File: src/rtl/pushbutton_controller.sv
// Avalon-MM pushbutton controller: synchronizes and debounces the raw buttons, then
// exposes debounced state, sticky press flags, an interrupt mask and a press counter.
module pushbutton_controller #(
  parameter int NUM_BUTTONS     = 4,
  parameter int DEBOUNCE_CYCLES = 50000,
  parameter bit ACTIVE_LOW      = 1'b1
) (
  input  logic                   clk,
  input  logic                   reset,
  input  logic [1:0]             address,
  input  logic                   chipselect,
  input  logic                   read,
  input  logic                   write,
  input  logic [31:0]            writedata,
  input  logic [NUM_BUTTONS-1:0] pushbuttons,
  output logic [31:0]            readdata,
  output logic                   irq
);

  localparam int CW  = (DEBOUNCE_CYCLES > 1) ? $clog2(DEBOUNCE_CYCLES) : 1;
  localparam int PCW = $clog2(NUM_BUTTONS + 1);
  localparam logic [CW-1:0]          CNT_LAST = CW'(DEBOUNCE_CYCLES - 1);
  localparam logic [NUM_BUTTONS-1:0] RELEASED = ACTIVE_LOW ? '1 : '0;

  localparam logic [1:0] ADDR_STATE = 2'd0;
  localparam logic [1:0] ADDR_EDGE  = 2'd1;
  localparam logic [1:0] ADDR_MASK  = 2'd2;
  localparam logic [1:0] ADDR_COUNT = 2'd3;

  logic [NUM_BUTTONS-1:0] r_syncMeta;
  logic [NUM_BUTTONS-1:0] r_syncOut;
  logic [NUM_BUTTONS-1:0] r_state;
  logic [NUM_BUTTONS-1:0] r_edge;
  logic [NUM_BUTTONS-1:0] r_mask;
  logic [CW-1:0]          r_cnt [NUM_BUTTONS];
  logic [15:0]            r_count;

  logic [NUM_BUTTONS-1:0] w_synced;
  logic [NUM_BUTTONS-1:0] w_mismatch;
  logic [NUM_BUTTONS-1:0] w_toggle;
  logic [NUM_BUTTONS-1:0] w_press;
  logic [PCW-1:0]         w_pressCount;
  logic                   w_wrEn;
  logic                   w_rdEn;
  logic [NUM_BUTTONS-1:0] w_edgeClr;
  logic [NUM_BUTTONS-1:0] w_edgeNext;
  logic [NUM_BUTTONS-1:0] w_maskNext;
  logic [16:0]            w_countSum;
  logic [15:0]            w_countNext;
  logic [31:0]            w_readMux;
  logic                   w_unusedWdata;

  // Synchronizer flops idle at the released level so reset never looks like a press.
  always_ff @(posedge clk) begin
    if (reset) begin
      r_syncMeta <= RELEASED;
      r_syncOut  <= RELEASED;
    end else begin
      r_syncMeta <= pushbuttons;
      r_syncOut  <= r_syncMeta;
    end
  end

  assign w_synced = ACTIVE_LOW ? ~r_syncOut : r_syncOut;

  always_comb begin
    w_mismatch = '0;
    w_toggle   = '0;
    for (int i = 0; i < NUM_BUTTONS; i++) begin
      w_mismatch[i] = w_synced[i] ^ r_state[i];
      w_toggle[i]   = w_mismatch[i] && (r_cnt[i] == CNT_LAST);
    end
  end

  // A level is accepted only after DEBOUNCE_CYCLES consecutive disagreeing samples.
  always_ff @(posedge clk) begin
    if (reset) begin
      r_state <= '0;
      for (int i = 0; i < NUM_BUTTONS; i++) begin
        r_cnt[i] <= '0;
      end
    end else begin
      r_state <= r_state ^ w_toggle;
      for (int i = 0; i < NUM_BUTTONS; i++) begin
        if (!w_mismatch[i] || w_toggle[i]) begin
          r_cnt[i] <= '0;
        end else begin
          r_cnt[i] <= r_cnt[i] + 1'b1;
        end
      end
    end
  end

  assign w_press = w_toggle & ~r_state;

  always_comb begin
    w_pressCount = '0;
    for (int i = 0; i < NUM_BUTTONS; i++) begin
      w_pressCount = w_pressCount + PCW'(w_press[i]);
    end
  end

  assign w_wrEn = chipselect & write;
  assign w_rdEn = chipselect & read;

  assign w_edgeClr  = (w_wrEn && address == ADDR_EDGE) ? writedata[NUM_BUTTONS-1:0] : '0;
  assign w_edgeNext = (r_edge & ~w_edgeClr) | w_press;
  assign w_maskNext = (w_wrEn && address == ADDR_MASK) ? writedata[NUM_BUTTONS-1:0] : r_mask;

  // A clear racing a press keeps the new presses rather than dropping them.
  assign w_countSum = 17'(r_count) + 17'(w_pressCount);
  always_comb begin
    w_countNext = r_count;
    if (w_wrEn && address == ADDR_COUNT) begin
      w_countNext = 16'(w_pressCount);
    end else if (w_countSum[16]) begin
      w_countNext = 16'hFFFF;
    end else begin
      w_countNext = w_countSum[15:0];
    end
  end

  always_comb begin
    w_readMux = '0;
    case (address)
      ADDR_STATE: w_readMux = 32'(r_state);
      ADDR_EDGE:  w_readMux = 32'(r_edge);
      ADDR_MASK:  w_readMux = 32'(r_mask);
      ADDR_COUNT: w_readMux = 32'(r_count);
      default:    w_readMux = '0;
    endcase
  end

  always_ff @(posedge clk) begin
    if (reset) begin
      r_edge   <= '0;
      r_mask   <= '0;
      r_count  <= '0;
      readdata <= '0;
      irq      <= 1'b0;
    end else begin
      r_edge  <= w_edgeNext;
      r_mask  <= w_maskNext;
      r_count <= w_countNext;
      if (w_rdEn) begin
        readdata <= w_readMux;
      end
      irq <= |(w_edgeNext & w_maskNext);
    end
  end

  assign w_unusedWdata = ^writedata[31:NUM_BUTTONS];

endmodule

File: config.mk
export PLATFORM = sky130hd
export DESIGN_NAME = pushbutton_controller
export DESIGN_NICKNAME = d
export VERILOG_FILES = /design/src/rtl/pushbutton_controller.sv
export SDC_FILE = /design/constraint.sdc
export NUM_CORES = 1
export LEC_CHECK = 0
export ABC_AREA = 0
export CORE_MARGIN = 5
export CORE_UTILIZATION = 50
export CTS_CLUSTER_DIAMETER = 60
export DETAILED_ROUTE_END_ITERATION = 8
export PLACE_DENSITY_LB_ADDON = 0.25
export SLEW_MARGIN = 40
export SYNTH_ARGS = -nofsm -noshare
export SYNTH_HDL_FRONTEND = slang
export SYNTH_SLANG_ARGS = --single-unit
File: constraint.sdc
create_clock -name clk -period 6.6 [get_ports clk]
set_clock_uncertainty 0.15 [all_clocks]
set_input_delay 1.32 -clock clk [delete_from_list [all_inputs] [get_ports clk]]
set_output_delay 1.32 -clock clk [all_outputs]
set_load 0.01 [all_outputs]
======== Yosys cells after proc, flatten, opt, wreduce, memory -nomap -nowiden ========
Memories as Yosys holds them, arrays and structs flattened.
Index checks and enable logic that the tools add are counted.
cells by class
  $add $sub $neg .......................... 8
  equality and inequality tests ........... 7
  mux-type cells .......................... 39
  bitwise operators ....................... 22
  reduce and logical (&&, ||, !) cells .... 18
operators with widths
  cell                     count
  $mux W16                 9
  $pmux W32 S4             1
  $add A16 B1 Y16 const B  4
  $eq A16 B16 Y1 const B   4
  $mux W1                  26
  $add A16 B3 Y17          1
  $and A4 B4 Y4            3
  $not A4 Y4               3
  $mux W4                  2
  $or A1 B1 Y1             8
  $logic_and A1 B1 Y1      7
  $eq A2 B2 Y1 const B     2
  $logic_not A1 Y1         4
  $logic_or A1 B1 Y1       4
  $or A4 B4 Y4             1
  $reduce_or A4 Y1         1
  $xor A1 B1 Y1            4
  $xor A4 B4 Y4            1
  $add A2 B1 Y3            1
  $add A3 B1 Y3            1
  $mux W3                  1
  $add A1 B1 Y2            1
  $and A1 B1 Y1            2
  $eq A2 B1 Y1 const B     1
  other kinds (2)          2
storage, ports and cells
  register bits ........................... 69
  bits in writable memories ............... 64
  input port bits ......................... 43
  output and inout port bits .............. 33
  logic and storage cells ................. 104
  memories kept ........................... 1
memory list
  memory  depth  width  read ports  clocked after memory_dff  write ports  line  source
  r_cnt   4      16     4           0                         4            35    logic [CW-1:0] r_cnt [NUM_BUTTONS];

======== Longest topological paths before layout ========
Gate-level depths: netlist of run 1.
  word-level depth ........................ 10
  depth in mapped cells ................... 18
  gate-level depth less buffers ........... 17

======== Worst setup path before layout of run 1 ========
Ideal clock, no wire load.
  path kind ............................... reg2reg
  start point ............................. mem r_cnt[0][11] (netlist name)
  end point ............................... reg r_count[0]
  library setup time ...................... 0.091 ns
  data arrival time ....................... 4.602 ns
  required time ........................... 6.359 ns
  slack ................................... 1.757 ns
  stages on the path, launching flop included .. 17
  buffers on the path ..................... 0
  period minus slack after synthesis ...... 4.843 ns
  cell sequence ........................... edfxtp_1 -> or4_1 -> or4_4 -> or2_1 -> nor2_1 -> ha_1 -> inv_1 -> fa_1 -> inv_1 -> ha_1 -> ha_1 -> inv_1 -> fa_1 -> nor2b_1 -> o21ai_0 -> or4_4 -> a311oi_1
RTL lines
  item                  line  source
  start, declared       35
  end signal, assigned  144   r_count <= w_countNext;
  end, declared         36    logic [15:0] r_count;

==> flow_metrics.py, run 1 <==
metrics = {
    "sta": {
        "worstMarginPinSlew_ns": 0.753,
        "post-route-min-period_ns": 5.32,
        "slew_viol_final": 0,
        "rsz0062_at_grt": "false",
        "max_freq_mhz": 188,
        "whs_ns": 0.256,
        "fin_crit_sh": 0.806,
        "finalSetupTns_ns": 0,
        "finalSetupViolCount": 0,
        "slew_headroom": 0.496,
        "fin_ws_ns": 1.28,
        "finalHoldViolations": 0,
    },
    "worst_setup_path": {
        "rr_startpoint": "r_cnt[0][0]",
        "crit_arrival_ns": 5.49,
        "timing.rr.end": "r_count[0]",
        "crit_path_start_kind": "flip-flop",
        "crit_type": "flip-flop to flip-flop",
        "worstPathMaxFanout": 13,
        "end_kind": "flip-flop",
        "cp.required_ns": 6.76,
        "reg2reg_depth": 17,
        "ff2ff_setup_slack_ns": 1.28,
    },
    "job": {
        "cap_violations": 0,
    },
    "worst_hold_path": {
        "hold_depth": 1,
        "hold_end": "r_syncOut[2]",
        "min_from": "r_syncMeta[2]",
        "hp-class": "flip-flop to flip-flop",
    },
    "clock_tree": {
        "cts_buffers": 17,
        "cts_num_sinks": 117,
        "cts_buffer_depth": 2,
        "cts_setup_buffers": 0,
        "clk_pin_slew_ns": 0.05,
        "post_cts_resized": 0,
        "cts_hold_buf": 0,
        "cts_root_buf": "clkbuf_16",
        "clk_latency_ns": 0.41,
        "tritoncts": "built",
        "cts_max_level": 4,
    },
    "floorplanning": {
        "core_area_sq_mm": 0.0115,
        "dieArea_sq_mm": 0.0141,
        "num_io_pins": 76,
        "rows": 39,
        "die_w_um": 119,
        "die_h_um": 119,
        "initial_core_util": 0.514,
    },
    "synth": {
        "async_flop_share": 0,
        "dominantRegCellSynth": "edfxtp_1",
        "syn_area_sq_mm": 0.00591,
        "seq_area_frac_synth": 0.504,
        "synthCells": 584,
        "synth_warnings": 0,
        "ys_types": 54,
        "ys_ff_latch": 117,
        "syn_avg_cell_area_sq_um": 10.1,
        "synth-edff-count": 64,
    },
    "placement": {
        "dp.final_hpwl_mm": 8.11,
        "gp_congestion": 0.818,
        "dp_slack_ns": 1.25,
        "port_buffers": 31,
    },
    "drt": {
        "drc_errors": 0,
        "vias": 4333,
        "wirelength_mm": 11.1,
        "via_per_inst": 5.24,
        "dr.pass1.iters": 5,
        "ant_nets": 0,
        "wire_per_inst_um": 13.4,
        "drt_iter0_markers": 271,
    },
    "layout": {
        "drive_above_1_share": 0.0658,
        "final_nets": 729,
        "num-fill-cells": 979,
        "num_antenna_cells": 0,
        "areaGrowthSynthToFinish_pct": 19.4,
        "final_common_cell": "nor2_1",
        "final_cell_mix": "90 x nor2_1, 80 x conb_1, 64 x edfxtp_1",
        "multi_input_area_sq_mm": 0.00293,
        "seq_area_sq_mm": 0.00298,
    },
    "pwr": {
        "irDropWorstVdd_v": 0.000187,
        "powerDensity_mw_per_mm2": 251,
        "leakagePower_nw": 2.55,
    },
    "grt": {
        "grt_max_degree": 48,
        "antenna_found_initial": 0,
        "grt_pass1_wl_mm": 19.3,
        "grt_usage": 0.167,
        "grt_overflow_total": 0,
        "grt_pass1_vias": 4182,
    },
    "status": {
        "outcome": "completed",
    },
}
[critical path: stages, from the launching register on]
cell	delay [ns]
edfxtp_1	0.38
ha_1	0.21
nand3_1	0.25
or4_4	0.62
or2_1	0.27
nor2_1	0.11
ha_1	0.19
inv_1	0.07
fa_1	0.53
inv_1	0.04
ha_1	0.19
ha_1	0.32
inv_1	0.06
fa_1	0.43
nor2b_1	0.34
o21ai_0	0.13
or4_4	0.65
a311oi_1	0.28
[flip-flops by register name, summed over array words and instances (netlist names)]
name        count
r_edge          4
r_syncOut       4
r_syncMeta      4
r_mask          4
r_state         4
r_cnt          64
irq             1
r_count        16
readdata       16
[logic make-up (layout without fill, tap and decap cells)]
family	Yosys count	in the layout	synth area share
AO/OA/AOI/OAI	71	71	0.0793
multiplexers	8	8	0.0220
adder cells (fa/ha/maj)	15	15	0.0343
XOR/XNOR	60	60	0.0889
buffers and inverters	59	81	0.0506
AND/OR/NAND/NOR	252	252	0.219
other	2	80	0.00127
flip-flops	117	117	0.504
[cells in the mapped netlist, types with 15 or more instances]
| master | number | area (sq um) |
|---|---|---|
| nor2_1 | 90 | 338 |
| edfxtp_1 | 64 | 1920 |
| dfxtp_1 | 53 | 1060 |
| xnor2_1 | 31 | 272 |
| nand2_1 | 29 | 109 |
| nand3_1 | 29 | 145 |
| xor2_1 | 29 | 254 |
| a21oi_1 | 22 | 110 |
| clkbuf_1 | 20 | 75.1 |
| inv_1 | 18 | 67.6 |
| buf_4 | 16 | 120 |
| nand4_1 | 15 | 93.8 |
[metrics by stage]
step | cell area [sq um] | utilization | cells | total power, mW
after floorplan | 6210 | - | 662 | 0.874
after global placement | 6460 | 0.561 | 795 | 0.886
after detailed placement | 6460 | 0.561 | 795 | 0.888
after CTS | 7060 | 0.613 | 827 | 1.79
after global routing | 7060 | 0.613 | 827 | 1.84
final | 7060 | 0.613 | 827 | 1.77
[layer usage]
layer,part of all wire,vias up,track usage
met1,0.45,2056,0.204
met4,0.016,0,0.0666
met2,0.50,67,0.283
met3,0.033,17,0.0392
met5,0,-,0
li1,-,2193,-
[report_power, final]
part | leakage (nW) | internal (mW) | total [mW] | switching, mW
sequential | 1.09 | 0.789 | 0.809 | 0.0195
combinational | 1.16 | 0.0267 | 0.0668 | 0.0401
clock | 0.296 | 0.591 | 0.897 | 0.306
total | 2.55 | 1.41 | 1.77 | 0.366
[final cells by class]
class                           count  share of cell area
Timing Repair Buffer               31              0.0436
Tap cell                          143              0.0253
Sequential cell                   117               0.422
Multi-Input combinational cell    486               0.414
Clock buffer                       28              0.0810
Clock inverter                      4             0.00372
Inverter                           18             0.00957
[worst max path at each step]
stage	startpoint	depth (start not counted)	to	slack (ns)
floorplan	r_cnt[0][11]	16	r_count[0]	1.76
global route	r_cnt[0][0]	17	r_count[2]	0.89
global placement	r_cnt[0][0]	17	r_count[1]	1.33
finish	r_cnt[0][0]	17	r_count[0]	1.28
detailed placement	r_cnt[0][0]	17	r_count[0]	1.25
CTS	r_cnt[0][0]	17	r_count[0]	1.22
(Power assumes the default switching activity.)
==> run 2, diff against run 1 <==
==> constraint.sdc (replaced) <==
create_clock -name clk -period 4.5 [get_ports clk]
set_clock_uncertainty 0.15 [all_clocks]
set_input_delay 0.9 -clock clk [delete_from_list [all_inputs] [get_ports clk]]
set_output_delay 0.9 -clock clk [all_outputs]
set_load 0.01 [all_outputs]
==> flow_metrics.py, run 2 (synthesized netlist as in run 1, its figures left out) <==
metrics = {
    "placement": {
        "dp.cells": 811,
        "dp.final_hpwl_mm": 8.13,
        "port_buffers": 31,
        "gp_congestion": 0.870,
        "placed_area_sq_mm": 0.00663,
    },
    "clock_tree": {
        "cts_buffer_depth": 2,
        "cts_num_sinks": 117,
        "cts_root_buf": "clkbuf_16",
        "cts_max_level": 4,
        "cts_hold_buf": 0,
        "tritoncts": "built",
        "cts_buffers": 17,
        "clk_latency_ns": 0.41,
        "clk_pin_slew_ns": 0.05,
    },
    "job": {
        "cap_violations": 0,
    },
    "layout": {
        "final_cell_mix": "89 x nor2_1, 80 x conb_1, 64 x edfxtp_1",
        "final_cell_count_no_fill": 845,
        "areaGrowthSynthToFinish_pct": 23.7,
        "reg_top3": "r_cnt x64, r_count x16, readdata x16",
        "num_antenna_cells": 0,
        "finalInstanceArea_sq_mm": 0.00731,
        "final_common_cell": "nor2_1",
        "drive_above_1_share": 0.131,
        "final_nets": 748,
        "largest_register_ffs": 64,
        "top_register": "r_cnt",
    },
    "worst_setup_path": {
        "crit_path_start_kind": "flip-flop",
        "worst-path-stages": 16,
        "crit_type": "flip-flop to flip-flop",
        "path_cells": "or4_4 -> or4_4 -> or2_4 -> nor2_4 -> ha_4 -> inv_2 -> fa_1 -> inv_2 -> ha_4 -> ha_4 -> inv_2 -> fa_2 -> nor2b_4 -> o21ai_2 -> or4_4 -> a311oi_2",
        "ff2ff_setup_slack_ns": -0.16,
        "critical_path.top_delay_family": "simple AND/OR/NAND/NOR gates",
        "rr_startpoint": "r_cnt[0][11]",
        "end_kind": "flip-flop",
        "cp.required_ns": 4.67,
        "worstPathMaxFanout": 6,
        "crit_path_end": "r_count[1]",
        "crit_arrival_ns": 4.84,
        "cp_slowest_cell": "or4_4",
        "timing.rr.end": "r_count[1]",
        "critPathMaxStageDelay_ns": 0.62,
        "reg2reg_depth": 16,
        "startpoint": "r_cnt[0][11]",
        "cp_num_buf_inv": 3,
    },
    "pwr": {
        "power_frac_seq": 0.478,
        "total_power_mw": 2.48,
        "p_int_mw": 1.95,
        "powerDensity_mw_per_mm2": 339,
        "swShare": 0.213,
        "irDropWorstVdd_v": 0.000221,
        "combPwrFrac": 0.043,
        "p_clk_frac": 0.479,
        "switching_power_mw": 0.527,
        "leakagePower_nw": 2.61,
    },
    "drt": {
        "via_per_inst": 5.23,
        "ant_nets": 0,
        "wirelength_mm": 11.5,
        "drt_iter0_markers": 232,
        "wire_per_inst_um": 13.6,
        "dr.pass1.iters": 5,
        "drc_errors": 0,
        "vias": 4423,
    },
    "grt": {
        "grt_overflow_total": 0,
        "grt_pass1_wl_mm": 19.6,
        "grt_max_degree": 48,
        "antenna_found_initial": 0,
        "grt_usage": 0.168,
        "grt_pass1_vias": 4410,
    },
    "floorplanning": {
        "num_io_pins": 76,
        "dieArea_sq_mm": 0.0141,
        "die_w_um": 119,
        "die_h_um": 119,
        "rows": 39,
        "initial_core_util": 0.514,
        "core_area_sq_mm": 0.0115,
    },
    "status": {
        "violations": "negative setup slack",
        "outcome": "finished with violations",
    },
    "sta": {
        "fin_ws_ns": -0.164,
        "slew_headroom": 0.449,
        "fin_crit_sh": 1.04,
        "finalSetupViolCount": 13,
        "slew_viol_final": 0,
        "rsz0062_at_grt": "true",
        "worstMarginPinSlew_ns": 0.824,
        "finalHoldViolations": 0,
        "max_freq_mhz": 214,
        "post-route-min-period_ns": 4.66,
    },
    "worst_hold_path": {
        "hp-class": "flip-flop to flip-flop",
    },
}
-- run 2: cell count changes in the layout (fill, tap and decap cells not counted), sizes merged --
cell	change
clkbuf	-1
inv	-2
clkinv	+3
buf	+18
-- run 2: power groups by stage --
stage	Sequential, mW	Clock [mW]	Combinational [mW]
after detailed placement	1.21	0	0.101
after floorplan	1.20	0	0.0841
after CTS	1.19	1.21	0.103
after global routing	1.19	1.27	0.121
after global placement	1.20	0	0.0990
final	1.19	1.19	0.107
-- run 2: worst min path at each step --
stage	startpoint	end	slack (ns)	cells after the start
after floorplan	r_syncMeta[0]	r_syncOut[0]	0.24	1
after global placement	r_syncMeta[2]	r_syncOut[2]	0.24	1
after detailed placement	r_syncMeta[1]	r_syncOut[1]	0.25	1
after CTS	r_syncMeta[1]	r_syncOut[1]	0.27	1
after global routing	r_syncMeta[1]	r_syncOut[1]	0.28	1
final	r_syncMeta[1]	r_syncOut[1]	0.26	1
-- run 2: final cells by class --
type / instances / area, sq um
repair buffers: 50 / 462
fillers: 937 / 4200
well taps: 143 / 179
clock buffers: 26 / 499
flip-flops and latches: 117 / 2980
inverters: 18 / 67.6
multi-input cells: 486 / 3100
clock inverters: 5 / 25.0
-- run 2: per-stage QoR --
step / worst slack, ns / util / setup TNS (ns) / hold WS, ns
4_1_cts: -0.113 / 0.625 / -1.13 / 0.265
6_report: -0.164 / 0.635 / -1.78 / 0.261
5_1_grt: -0.330 / 0.635 / -3.96 / 0.277
2_1_floorplan: 0.0246 / - / 0 / 0.239
3_3_place_gp: -0.115 / 0.576 / -1.16 / 0.243
3_5_place_dp: -0.152 / 0.576 / -1.54 / 0.254
-- run 2: layer usage --
metal / GRT usage / share of wire / routed length (um)
met4: 0.0652 / 0.022 / 252
met1: 0.207 / 0.45 / 5210
met2: 0.283 / 0.49 / 5690
met5: 0 / 0 / 0
met3: 0.0444 / 0.032 / 366
-- run 2: what timing repair did --
action                     in CTS  in global routing
buffers inserted                3                  1
setup endpoints to repair      14                 16
gates resized for setup         9                 19
cloned                          0                  0
pin swaps                       5                 14
==> run 3, diff against run 2 <==
--- a/config.mk
+++ b/config.mk
@@ -5,7 +5,7 @@
 export SDC_FILE = /design/constraint.sdc
 export NUM_CORES = 1
 export LEC_CHECK = 0
-export ABC_AREA = 0
+export ABC_AREA = 1
 export CORE_MARGIN = 5
 export CORE_UTILIZATION = 50
 export CTS_CLUSTER_DIAMETER = 60
==> flow_metrics.py, run 3 <==
metrics = {
    "pwr": {
        "irDropWorstVdd_v": 0.000237,
        "total_power_mw": 2.64,
        "leakagePower_nw": 3.03,
        "powerDensity_mw_per_mm2": 354,
    },
    "clock_tree": {
        "cts_max_level": 4,
        "clk_pin_slew_ns": 0.05,
        "cts_num_sinks": 117,
        "cts_setup_buffers": 0,
        "cts_hold_buf": 0,
        "cts_buffers": 17,
        "clk_latency_ns": 0.42,
        "cts_buffer_depth": 2,
        "post_cts_resized": 0,
        "tritoncts": "built",
        "cts_root_buf": "clkbuf_16",
    },
    "status": {
        "outcome": "completed",
    },
    "drt": {
        "via_per_inst": 4.84,
        "ant_nets": 0,
        "wirelength_mm": 12.1,
        "drt_iter0_markers": 320,
        "drc_errors": 0,
        "vias": 5021,
        "dr.pass1.iters": 5,
        "wire_per_inst_um": 11.6,
    },
    "synth": {
        "ys_ff_latch": 117,
        "synth_area_leaders": "edfxtp_1 31%, dfxtp_1 17%, nand2_1 8.8%",
        "ys_types": 38,
        "dominantRegCellSynth": "edfxtp_1",
        "synth_top_area_frac": 0.310,
        "synth.most_common_cell": "nand2_1",
        "synth_warnings": 0,
        "seq_area_frac_synth": 0.481,
        "synthCells": 754,
        "synth-edff-count": 64,
        "yosysTopAreaCell": "edfxtp_1",
        "syn_area_sq_mm": 0.00620,
        "syn_avg_cell_area_sq_um": 8.23,
        "async_flop_share": 0,
        "synth_commonest_cells": "145 x nand2_1, 128 x nor2_1, 70 x inv_1, 64 x edfxtp_1, 61 x nand3_1",
    },
    "worst_hold_path": {
        "hp-class": "flip-flop to flip-flop",
    },
    "sta": {
        "post-route-min-period_ns": 4.07,
        "slew_headroom": 0.500,
        "finalSetupTns_ns": 0,
        "slew_viol_final": 0,
        "max_freq_mhz": 246,
        "finalHoldViolations": 0,
        "finalSetupViolCount": 0,
        "rsz0062_at_grt": "false",
        "fin_crit_sh": 0.904,
        "worstMarginPinSlew_ns": 0.748,
    },
    "layout": {
        "largest_register_ffs": 64,
        "drive_above_1_share": 0.0816,
        "final_common_cell": "nand2_1",
        "final_nets": 915,
        "num_antenna_cells": 0,
        "areaGrowthSynthToFinish_pct": 20.1,
        "top_register": "r_cnt",
        "final_cell_mix": "145 x nand2_1, 127 x nor2_1, 80 x conb_1",
        "reg_top3": "r_cnt x64, r_count x16, readdata x16",
    },
    "grt": {
        "grt_usage": 0.179,
        "grt_pass1_wl_mm": 21.0,
        "grt_pass1_vias": 4780,
        "antenna_found_initial": 0,
        "grt_max_degree": 20,
        "grt_overflow_total": 0,
    },
    "floorplanning": {
        "core_area_sq_mm": 0.0121,
        "num_io_pins": 76,
        "die_h_um": 121,
        "dieArea_sq_mm": 0.0147,
        "rows": 40,
        "initial_core_util": 0.512,
        "die_w_um": 121,
    },
    "job": {
        "cap_violations": 0,
    },
    "placement": {
        "gp_congestion": 0.875,
        "dp.final_hpwl_mm": 8.89,
        "port_buffers": 31,
    },
    "worst_setup_path": {
        "crit_arrival_ns": 4.28,
        "worstPathMaxFanout": 7,
        "crit_path_start_kind": "flip-flop",
        "cp.required_ns": 4.71,
        "crit_type": "flip-flop to flip-flop",
        "end_kind": "flip-flop",
    },
}
## run 3: metrics by stage
step                      instances  hold WS [ns]  setup WS (ns)  area [sq um]   util
final                          1038         0.253          0.434          7450  0.615
after global routing           1038         0.270         0.0168          7450  0.615
after CTS                      1038         0.255          0.389          7450  0.615
after detailed placement       1006         0.243          0.429          6850  0.566
after global placement         1006         0.239          0.488          6850  0.566
after floorplan                 832         0.233          0.853          6500      -
## run 3: final timing paths
path / from / endpoint / slack, ns / depth (start not counted)
min reg2reg: r_syncMeta[2] / r_syncOut[2] / 0.25 / 1
max reg2reg: r_cnt[3][0] / r_count[9] / 0.43 / 24
max: r_cnt[3][0] / r_count[9] / 0.43 / 24
min: r_syncMeta[2] / r_syncOut[2] / 0.25 / 1
## run 3: layer usage
metal  track usage  vias to the layer above  routed length [um]
li1              -                     2616                   -
met1         0.213                     2320                5450
met2         0.299                       73                6040
met3        0.0583                       12                 405
met4        0.0735                        0                 185
met5             0                        -                   0
## run 3: cell families (layout without fill, tap and decap cells)
group	after synthesis	count (layout)	share of synthesized area
flip-flops	117	117	0.481
buffers and inverters	112	150	0.0801
adder cells (fa/ha/maj)	15	15	0.0327
XOR/XNOR	35	35	0.0494
AO/OA/AOI/OAI	74	74	0.0678
other	2	80	0.00121
AND/OR/NAND/NOR	399	399	0.288
## run 3: layout make-up
cell class,count,area (sq um)
Inverter,85,319
Tap cell,168,210
Clock buffer,22,507
Timing Repair Buffer,33,325
Sequential cell,117,2980
Fill cell,1082,4660
Multi-Input combinational cell,603,3020
Clock inverter,10,87.6
## run 3: power breakdown
group	internal [mW]	switching (mW)
clock network	0.853	0.480
logic	0.0430	0.0789
registers	1.16	0.0265
total	2.06	0.585
## run 3: critical path, cell delays in order (launching register included)
cell and delay, ns:
edfxtp_1 0.37, ha_1 0.18, nand2_1 0.07, nor2_1 0.12, inv_1 0.06, nor2_1 0.15, nand3_1 0.15, nor2_1 0.12
ha_1 0.16, inv_1 0.07, fa_1 0.49, inv_1 0.04, ha_1 0.19, ha_1 0.31, inv_1 0.06, fa_1 0.42
inv_1 0.07, nand3_1 0.07, nand2_2 0.15, nand2_2 0.11, inv_2 0.09, nand3_2 0.16, nand3_1 0.14, nand2_1 0.06
inv_1 0.06
==> patch, RTL diff (settings of run 3) <==
`NUM_BUTTONS`: 4 -> 8.
--- a/src/rtl/pushbutton_controller.sv
+++ b/src/rtl/pushbutton_controller.sv
@@ -1,7 +1,7 @@
 // Avalon-MM pushbutton controller: synchronizes and debounces the raw buttons, then
 // exposes debounced state, sticky press flags, an interrupt mask and a press counter.
 module pushbutton_controller #(
-  parameter int NUM_BUTTONS     = 4,
+  parameter int NUM_BUTTONS     = 8,
   parameter int DEBOUNCE_CYCLES = 50000,
   parameter bit ACTIVE_LOW      = 1'b1
 ) (
Interface: changed (resized pushbuttons); port bits go from 76 to 80. The function was not compared with the original's and may differ.
==> patch against run 3 <==
- the flow now finishes with violations (negative setup slack)
- sequential cell count rose by 84
- clock power increased by 55%
- power rose by 66%
- critical endpoint is now r_count[14]$_SDFF_PP0_
- highest routed layer unchanged
- synthesized area increased by 71%
- routed wire length is 87% higher
- setup slack worse by 0.88 ns
- design area grew 81%
- synthesized cell count is 66% higher
- sequential power grew 74%
==> patch: results (changes against run 3) <==
* Routed WL at 22.62 mm (+87%)
* # port buffers at 39 (+26%)
* Register area share after synthesis at 50.03% (+1.9 points)
* Synth area leaders: edfxtp_1 36%, dfxtp_1 14%, nand2_1 8.6%
* TNS Setup at -6.360 ns (-6.360 ns)
* Reg2reg start: r_cnt[0][16]$_SDFFCE_PN0P_
* Layout cells sized above 1 at 14.52% (+6.4 points)
* Final worst slack at -0.4448 ns (-0.8785 ns)
* CTS H-tree depth at 1 (-3)
* Run status: finished, violations left
* Crit path max fanout at 5 (-2)
* First-pass GRT wire length at 37.61 mm (+79%)
* Worst slew pin tran at 0.7651 ns (+0.01714 ns)
* Layout filler cell count at 1788 (+65%)
* Critical Path Max Stage Delay at 0.52 ns (+0.03 ns)
* Final setup viols at 16 (+16)
* Worst-skew pair later-pin latency at 0.53 ns (+0.11 ns)
* P_leak at 5.625 nW (+86%)
* Routing usage on met2 at 31.86% (+1.9 points)
* Total track usage at 18.41% (+0.49 points)
* Met3 usage at 3.412% (-2.4 points)
* WHS at 0.2578 ns (+0.005222 ns)
* Mean post-synth cell area at 8.483 sq um (+3.1%)
* Worst Path Arrival at 5.27 ns (+0.99 ns)
* Non-filler cells, final at 1811 (+74%)
* Failing checks: negative setup slack
* Placer Congestion at 0.8547 (-2.3%)
* Number of synthesized flops with an enable pin at 128 (+100%)
==> patch: timing repair <==
action                                 CTS  global route
pin swaps                               11             7
setup endpoints to repair               16            16
endpoints found under the hold margin    0             0
gates resized for setup                 33            12
buffers inserted                         8             5
==> patch: layer usage <==
layer,up-vias,share of wire [%],routed length [microns]
met4,0,3.1,694
met3,41,5.2,1178
met1,4076,44,9937
met2,198,48,10810
met5,-,0,0
li1,4534,-,-
==> patch: kinds of logic (layout without fill, tap and decap cells) <==
family	Yosys count	after routing	synth area share [%]
compound gates	131	131	6.832
other cells	2	144	0.07082
flops	201	201	50.03
simple gates	637	637	26.64
xor+xnor	64	64	5.286
fa+ha+maj	28	28	3.658
buf+inv	187	331	7.481
==> patch: final cells by class <==
cell class | count | area, sq um | area share (%)
multi-input cells | 1004 | 5268 | 39.11
inverters | 152 | 573.1 | 4.255
repair buffers | 135 | 1106 | 8.212
well taps | 275 | 344.1 | 2.555
clock inverters | 10 | 122.6 | 0.9104
flip-flops and latches | 201 | 5305 | 39.39
clock buffers | 34 | 750.7 | 5.574
==> patch: power groups by stage <==
stage          Clock (W)  Sequential, W  Combinational [W]
4_1_cts          0.00210        0.00207           0.000250
2_1_floorplan          0        0.00210           0.000151
6_report         0.00206        0.00207           0.000256
3_5_place_dp           0        0.00210           0.000246
5_1_grt          0.00219        0.00207           0.000288
3_3_place_gp           0        0.00210           0.000242
==> patch: path summary, 6_finish.rpt <==
kind / depth (start not counted) / endpoint
min reg2reg: 1 / r_syncOut[2]$_SDFF_PP1_
max: 28 / r_count[14]$_SDFF_PP0_
max reg2reg: 28 / r_count[14]$_SDFF_PP0_
min: 1 / r_syncOut[2]$_SDFF_PP1_
